===== src/rtl/cpu_mem_pkg.sv =====
// Shared types and default sizing for the CPU memory responder.
package cpu_mem_pkg;
  localparam int ADDR_W      = 6;
  localparam int DATA_W      = 4;
  localparam int RESULT_ADDR = 63;
  localparam int RES_DEPTH   = 4;

  typedef enum logic {
    LOAD = 1'b0,
    RUN  = 1'b1
  } state_e;
endpackage


===== src/rtl/result_fifo.sv =====
// Small circular result queue; a push into a full queue is dropped unless a pop frees a slot
// in the same cycle, and drops raise a sticky overflow flag.
module result_fifo #(
  parameter int DATA_W    = 4,
  parameter int RES_DEPTH = 4
) (
  input  logic              clk,
  input  logic              rst_n,
  input  logic              push,
  input  logic [DATA_W-1:0] push_data,
  input  logic              pop,
  output logic              full,
  output logic              empty,
  output logic [DATA_W-1:0] head,
  output logic              overflow
);
  localparam int PTR_W = $clog2(RES_DEPTH);
  localparam int CNT_W = $clog2(RES_DEPTH + 1);

  logic [DATA_W-1:0] store [RES_DEPTH];
  logic [PTR_W-1:0]  rd_ptr;
  logic [PTR_W-1:0]  wr_ptr;
  logic [CNT_W-1:0]  count;
  logic              do_push;
  logic              do_pop;

  assign full    = (count == CNT_W'(RES_DEPTH));
  assign empty   = (count == '0);
  assign do_pop  = pop & ~empty;
  assign do_push = push & (~full | do_pop);
  assign head    = empty ? '0 : store[rd_ptr];

  // Depth is a power of two, so the pointers wrap naturally.
  always_ff @(posedge clk or negedge rst_n) begin
    if (!rst_n) begin
      rd_ptr   <= '0;
      wr_ptr   <= '0;
      count    <= '0;
      overflow <= 1'b0;
    end else begin
      if (do_pop)  rd_ptr <= rd_ptr + 1'b1;
      if (do_push) wr_ptr <= wr_ptr + 1'b1;
      case ({do_push, do_pop})
        2'b10:   count <= count + 1'b1;
        2'b01:   count <= count - 1'b1;
        default: count <= count;
      endcase
      if (push && !do_push) overflow <= 1'b1;
    end
  end

  always_ff @(posedge clk) begin
    if (do_push) store[wr_ptr] <= push_data;
  end
endmodule


===== src/rtl/cpu_mem_responder.sv =====
// Memory side of the 4-bit CPU bus: program/data store, load port, run/halt control,
// and capture of result-slot writes into a drainable queue.
//   state | meaning
//   LOAD  | host fills memory through the load port, CPU held off
//   RUN   | CPU fetches/writes memory, load port closed
module cpu_mem_responder
  import cpu_mem_pkg::*;
#(
  parameter int ADDR_W      = cpu_mem_pkg::ADDR_W,
  parameter int DATA_W      = cpu_mem_pkg::DATA_W,
  parameter int RESULT_ADDR = cpu_mem_pkg::RESULT_ADDR,
  parameter int RES_DEPTH   = cpu_mem_pkg::RES_DEPTH
) (
  input  logic              clk,
  input  logic              rst_n,
  input  logic [ADDR_W-1:0] address,
  input  logic              RW,
  input  logic [DATA_W-1:0] cpu_wdata,
  output logic [DATA_W-1:0] cpu_rdata,
  output logic              cpu_run,
  input  logic              load_valid,
  output logic              load_ready,
  input  logic [ADDR_W-1:0] load_addr,
  input  logic [DATA_W-1:0] load_data,
  input  logic              load_done,
  input  logic              halt,
  output logic              res_valid,
  output logic [DATA_W-1:0] res_data,
  input  logic              res_ready,
  output logic              res_overflow
);
  localparam int MEM_D = 1 << ADDR_W;
  localparam logic [ADDR_W-1:0] RES_A = ADDR_W'(RESULT_ADDR);

  state_e            state;
  logic [DATA_W-1:0] mem [MEM_D];
  logic              load_we;
  logic              cpu_we;
  logic              res_push;
  logic              res_empty;
  logic              res_full;

  assign load_we  = (state == LOAD) & load_valid;
  // halt wins over a same-cycle CPU write
  assign cpu_we   = (state == RUN) & RW & ~halt;
  assign res_push = cpu_we & (address == RES_A);

  assign cpu_rdata = (state == RUN) ? mem[address] : '0;
  assign res_valid = ~res_empty;

  always_ff @(posedge clk or negedge rst_n) begin
    if (!rst_n) begin
      state      <= LOAD;
      cpu_run    <= 1'b0;
      load_ready <= 1'b1;
    end else begin
      case (state)
        LOAD: if (load_done) begin
          state      <= RUN;
          cpu_run    <= 1'b1;
          load_ready <= 1'b0;
        end
        RUN: if (halt) begin
          state      <= LOAD;
          cpu_run    <= 1'b0;
          load_ready <= 1'b1;
        end
        default: begin
          state      <= LOAD;
          cpu_run    <= 1'b0;
          load_ready <= 1'b1;
        end
      endcase
    end
  end

  always_ff @(posedge clk or negedge rst_n) begin
    if (!rst_n) begin
      for (int i = 0; i < MEM_D; i++) mem[i] <= '0;
    end else if (load_we) begin
      mem[load_addr] <= load_data;
    end else if (cpu_we) begin
      mem[address] <= cpu_wdata;
    end
  end

  result_fifo #(
    .DATA_W    (DATA_W),
    .RES_DEPTH (RES_DEPTH)
  ) u_result_fifo (
    .clk       (clk),
    .rst_n     (rst_n),
    .push      (res_push),
    .push_data (cpu_wdata),
    .pop       (res_ready),
    .full      (res_full),
    .empty     (res_empty),
    .head      (res_data),
    .overflow  (res_overflow)
  );
endmodule


===== config.mk =====
export PLATFORM = sky130hd
export DESIGN_NAME = cpu_mem_responder
export DESIGN_NICKNAME = d
export VERILOG_FILES = /design/src/rtl/cpu_mem_pkg.sv /design/src/rtl/result_fifo.sv /design/src/rtl/cpu_mem_responder.sv
export SDC_FILE = /design/constraint.sdc
export NUM_CORES = 1
export LEC_CHECK = 0
export BUFFER_PORTS_ARGS = -buffer_cell sky130_fd_sc_hd__buf_4
export CELL_PAD_IN_SITES_DETAIL_PLACEMENT = 1
export CELL_PAD_IN_SITES_GLOBAL_PLACEMENT = 1
export CORE_MARGIN = 2
export CORE_UTILIZATION = 40
export DETAILED_ROUTE_END_ITERATION = 8
export PLACE_DENSITY = 0.77
export SYNTH_ARGS = -nofsm -noshare
export SYNTH_HDL_FRONTEND = slang
export SYNTH_SLANG_ARGS = --single-unit

===== constraint.sdc =====
create_clock -name clk -period 2.8 [get_ports clk]
set_clock_uncertainty 0.1 [all_clocks]
set_input_delay 0.14 -clock clk [delete_from_list [all_inputs] [get_ports clk]]
set_output_delay 0.14 -clock clk [all_outputs]
set_load 0.01 [all_outputs]

Yosys cells after proc, flatten, opt, wreduce, memory -nomap -nowiden

Memory sizes are Yosys's and may differ from the RTL's.
Index checks and enable logic that the tools add are counted.

Bits in registers: 267
Memory bits (writable): 16
Input port bits: 27
Output and inout port bits: 12
Memories: 1

Add/subtract/negate cells: 4
Order comparisons: 4
Equality and inequality tests: 6
Muxes and demuxes: 25
Bitwise gates (word level): 13
Reductions and logical operators: 8

Memories:

| memory              | words | bits a word | read ports | clocked after memory_dff | wr ports | RTL line          | RTL |
|---|---|---|---|---|---|---|---|
| u_result_fifo.store | 4     | 4           | 1          | 0                        | 1        | result_fifo.sv:20 | `logic [DATA_W-1:0] store [RES_DEPTH];` |

Operator list:

| kind                                                 | count |
|---|---|
| bitwise mux 256 bit                                  | 2 |
| 2-to-1 mux 256 bit                                   | 2 |
| demux 4 bit (select 6 bit)                           | 2 |
| binary-select mux 4 bit (select 6 bit)               | 1 |
| 2-to-1 mux 4 bit                                     | 6 |
| >= comparator 7 bit (second input constant)          | 2 |
| < comparator 7 x 1 -> 1 bit (second input constant)  | 2 |
| NOT 6 -> 7 bit                                       | 2 |
| 2-to-1 mux 1 bit                                     | 8 |
| AND 1 bit                                            | 6 |
| equality test 6 bit (second input constant)          | 1 |
| one-hot mux 1 bit (2 select lines)                   | 3 |
| one-hot mux 3 bit (2 select lines)                   | 1 |
| adder 2 x 1 -> 2 bit (second input constant)         | 2 |
| inequality test 2 bit (second input constant)        | 2 |
| NOT 1 bit                                            | 4 |
| nonzero test 2 bit                                   | 2 |
| adder 3 x 1 -> 3 bit (second input constant)         | 1 |
| equality test 3 bit (second input constant)          | 1 |
| logical AND 1 bit                                    | 3 |
| logical NOT 3 bit                                    | 1 |
| subtractor 3 x 1 -> 3 bit (second input constant)    | 1 |
| equality test 2 x 1 -> 1 bit (second input constant) | 1 |
| equality test 2 bit (second input constant)          | 1 |
| other kinds (3)                                      | 3 |

Longest topological paths before layout

Word-level depth: 8
Mapped depth: 12
Depth with buffers taken out: 9

Cells and area by module

Synthesis repeated with hierarchy kept, for this count alone.

Cells, all modules: 1,460
Area, all modules: 16,165.5 µm²

Modules (own cells, without submodules):

| module            | times used | cells each | area each (µm²) | seq. area each (µm²) |
|---|---|---|---|---|
| cpu_mem_responder | 1          | 1,392      | 15,085.7        | 6,482.5 |
| result_fifo       | 1          | 68         | 1,079.8         | 680.7 |

Least setup slack after synthesis

OpenSTA, ideal clock, no wires.

Path kind: flip-flop to flip-flop
From: register u_result_fifo.count[1]
To: register u_result_fifo.count[2]
Library setup time: 120 ps
Arrival: 2,121 ps
Required time: 2,580 ps
Path slack: 459 ps
Stages on the path, launching flop included: 10
Buffers on the path: 1
Clock period less this slack: 2,341 ps
Cell sequence: dfrtp_1 -> or3_1 -> clkbuf_1 -> nand2_1 -> nor2_1 -> fa_1 -> nand2b_1 -> o211ai_1 -> o21ai_0 -> a31o_2

Word-level cells in the longest chain between the ends: 7
Elaborated cells between the ends (all ways): 13

Ends and longest elaborated chain:

| what                                                                     | RTL line                | RTL |
|---|---|---|
| from (decl)                                                              | result_fifo.sv:23       | `logic [CNT_W-1:0] count;` |
| from (signal assigned)                                                   | result_fifo.sv:44       | `2'b10: count <= count + 1'b1;` |
| from (signal assigned)                                                   | result_fifo.sv:45       | `2'b01: count <= count - 1'b1;` |
| from (signal assigned)                                                   | result_fifo.sv:46       | `default: count <= count;` |
| logical NOT 3 bit *                                                      | result_fifo.sv:28       | `assign empty = (count == '0);` |
| NOT 1 bit *                                                              | --                      |  |
| via res_valid                                                            | cpu_mem_responder.sv:27 | `output logic res_valid,` |
| AND 1 bit *                                                              | result_fifo.sv:29       | `assign do_pop = pop & ~empty;` |
| bitwise OR 1 bit                                                         | result_fifo.sv:30       | `assign do_push = push & (~full \| do_pop);` |
| AND 1 bit                                                                | result_fifo.sv:30       |  |
| equality test 2 x 1 -> 1 bit or equality test 2 bit (tied branches)      | result_fifo.sv:43       | `case ({do_push, do_pop})` |
| one-hot mux 3 bit (2 select lines) or nonzero test 2 bit (tied branches) | --                      |  |

The timed path passes the listed nets; every way through them passes the cells marked *.
A chain may end at the register's enable or synchronous reset.

Worst setup path in the final report

From: register mem[142] (netlist bit)
To: output cpu_rdata[2]

Word-level cells in the longest chain between the ends: 4

Ends and longest elaborated chain:

| what                                                 | RTL line                | RTL |
|---|---|---|
| from (decl)                                          | cpu_mem_responder.sv:36 | `logic [DATA_W-1:0] mem [MEM_D];` |
| from (signal, indexed assignment)                    | cpu_mem_responder.sv:81 | `mem[load_addr] <= load_data;` |
| from (signal, indexed assignment)                    | cpu_mem_responder.sv:83 | `mem[address] <= cpu_wdata;` |
| binary-select mux 4 bit (select 6 bit)               | cpu_mem_responder.sv:48 | `assign cpu_rdata = (state == RUN) ? mem[address] : '0;` |
| 2-to-1 mux 4 bit (implied by the code) (2 in series) | cpu_mem_responder.sv:48 |  |
| 2-to-1 mux 4 bit                                     | cpu_mem_responder.sv:48 |  |
| to (decl)                                            | cpu_mem_responder.sv:19 | `output logic [DATA_W-1:0] cpu_rdata,` |

Every way passes these cells. The select of a mux whose other input is x is not followed.

==> metrics <==
CP Class reg2out; Antenna Cells 0; layout cells sized above 1 0.316; Clk Latency, worst-skew pair between 0.5 and 0.6 ns; Starting Density 0.406; number of remaining DRC errors 0; status finished with violations; core footprint around 40000 um2; gr usage total 0.293; Startpoint Class flip-flop; top cells by area, synth dfrtp_1 (41%), mux2_2 (16%), o22ai_1 (9.0%); WL/cell just under 30 um; Worst Path Buf+Inv 1; clk sinks roughly 280; synthesis-to-layout area growth 16.7%; warnings from Yosys 0; drt total wl slightly above 60 mm; Vias/cell 6.74; Cells after DPL about 2.0k; Pins Over Slew Limit 0; fraction of registers with async set or reset after synthesis 0.943; Critical Path Fanout Max 2; first-pass GRT wire length 92.9 mm; WP data required between 2 and 3 ns; Mapped Cells between 1k and 1.5k; H-tree depth 2; Peak VDD IR 0.403 mV; cts bufs inserted 34; Max Freq about 340 MHz; PnR worst setup slack -0.118 ns; clk slew on worst S/H paths around 0.060 ns; clock buffer depth 3; top_reg_cell synth dfrtp_1; Worst-Margin Slew roughly 0.78 ns; Mapped Area about 16000 um2; largest net degree at the start of global routing 87; IO buf count 38; Finish-stage setup viols 3; die height between 200 and 250 um; post-synthesis cell type count 60; commonest non-fill, non-tap cell in the layout dfrtp_1; clock root cell clkbuf_16; crit path DAT approximately 2.7 ns; Worst setup EP type primary output; total die area roughly 42000 um2; Synth Register Bits between 200 and 300; failing checks negative setup slack; average cell area after synthesis 11.0 um2; Critical-path top delay cell mux4_2; CTS tree built; Hold Worst Slack ~0.13 ns; Fin. Hold Viols 0; gpl congestion between 0.8 and 0.9; vias in the first global route roughly 15k; Period Utilization, post-route 1.04; CP Cell Sequence mux4_2, mux2_4, a22o_4, a211oi_4, a41oi_2, buf_4; Vias 14.0k; initial DRC count 1408; pwr dens roughly 560 nW/um2; Post-Layout Cell Count around 2.1k; DP HPWL 37.8 mm; MaxCap Viol Count 0; most frequent cells in the layout dfrtp_1 (266), o22ai_1 (233), mux2_2 (228), nand2_1 (165), buf_4 (108); Post-synth EDFFs 16; Seq/Total Area, Yosys 0.444; initial antenna violation count 1; row count 73; cell family with most CP delay multiplexers; Ports 39; crit-path max cell delay approximately 0.47 ns; Final Critical Period 2.92 ns; Mapped Nets roughly 1.5k; DIE WIDTH roughly 200 um; Overflow after GRT 0; ANT nets after route 0; relative slew slack 0.482; RSZ-0062 raised after global routing yes; Final nets roughly 1.6k; P_leak 7.77 nW; Synth area leader dfrtp_1; fill count 4193; DRT Pass-1 Iters 5; top cell type's share of synthesized area 0.413; hold crit path type in2async
## worst register-to-register path, stage by stage (launching register included)
cell,delay (ns)
dfrtp_1,0.46
or3_1,0.53
nand2_1,0.16
nor2_1,0.07
fa_1,0.41
nand2b_1,0.18
o31a_1,0.25
o21ai_0,0.17
a31o_2,0.14
## through the flow
stage	worst slack (ns)	setup TNS [ns]	area, um2	power, W	utilization
3_5_place_dp	-0.0554	-0.0814	17500	0.00590	0.440
2_1_floorplan	0.459	0	16100	0.00521	-
5_1_grt	-0.126	-0.292	18800	0.0109	0.474
3_3_place_gp	0.0234	0	17500	0.00585	0.440
4_1_cts	-0.171	-0.410	18800	0.0106	0.473
6_report	-0.118	-0.228	18800	0.0106	0.474
## routing by layer
layer | up-vias | routed length (um) | GRT usage
met5 | - | 24 | 0
met4 | 4 | 3070 | 0.147
met3 | 191 | 5350 | 0.0684
met2 | 705 | 28600 | 0.477
met1 | 7204 | 24000 | 0.365
li1 | 5852 | - | -
## layout make-up
| cell class | instances | area, um2 | share of cell area |
|---|---|---|---|
| Timing Repair Buffer | 139 | 1340 | 0.0710 |
| Multi-Input combinational cell | 1056 | 8470 | 0.450 |
| Clock buffer | 50 | 1030 | 0.0549 |
| Sequential cell | 283 | 7160 | 0.381 |
| Clock inverter | 11 | 134 | 0.00711 |
| Tap cell | 525 | 657 | 0.0349 |
| Inverter | 7 | 26.3 | 0.00140 |
## synth_stat cells (16+ instances only)
cell type and count:
edfxtp_1 16, a22oi_1 28, o22a_1 64, a221oi_1 16
o21a_1 24, buf_2 31, o21ai_0 47, dfrtp_1 266
a211oi_1 16, nand2_1 174, mux2i_1 25, o221ai_1 24
mux2_2 233, o22ai_1 233, clkbuf_1 68
## registers in the layout, summed over array words and instances (netlist names)
register / count
state: 1
u_result_fifo.count: 3
u_result_fifo.rd_ptr: 2
cpu_run: 1
u_result_fifo.store: 16
u_result_fifo.overflow: 1
load_ready: 1
u_result_fifo.wr_ptr: 2
mem: 256
## kinds of logic after synthesis
| family | synth area share |
|---|---|
| adder cells (fa/ha/maj) | 0.00434 |
| buffers and inverters | 0.0373 |
| XOR/XNOR | 0.00271 |
| multiplexers | 0.211 |
| AO/OA/AOI/OAI | 0.224 |
| flip-flops | 0.444 |
| AND/OR/NAND/NOR | 0.0770 |
## power breakdown
group          total [W]  internal, W  switching (W)  leakage [nW]
combinational    0.00149     0.000566       0.000924          3.36
clock            0.00470      0.00284        0.00186         0.583
sequential       0.00440      0.00425       0.000148          3.83
total             0.0106      0.00766        0.00293          7.77
## final timing paths
path	start	to	slack, ns	cells past startpoint
worst max register to register	u_result_fifo.count[1]	u_result_fifo.count[2]	0.27	8
min in group clk	load_data[2]	mem[14]	0.15	4
worst max-delay path	mem[142]	cpu_rdata[2]	-0.12	6
max in group asynchronous	rst_n	mem[253]	1.58	3
worst min-delay path	rst_n	mem[161]	0.13	2
worst min register to register	u_result_fifo.overflow	u_result_fifo.overflow	0.37	1
## timing repair
item,in CTS,in global routing
pin swaps,9,7
hold endpoints to repair,106,0
hold buffers,9,0
setup endpoints to repair,4,4
gates resized for setup,17,3
setup buffers,0,2
No activity file was read; power rests on OpenSTA's default activity.
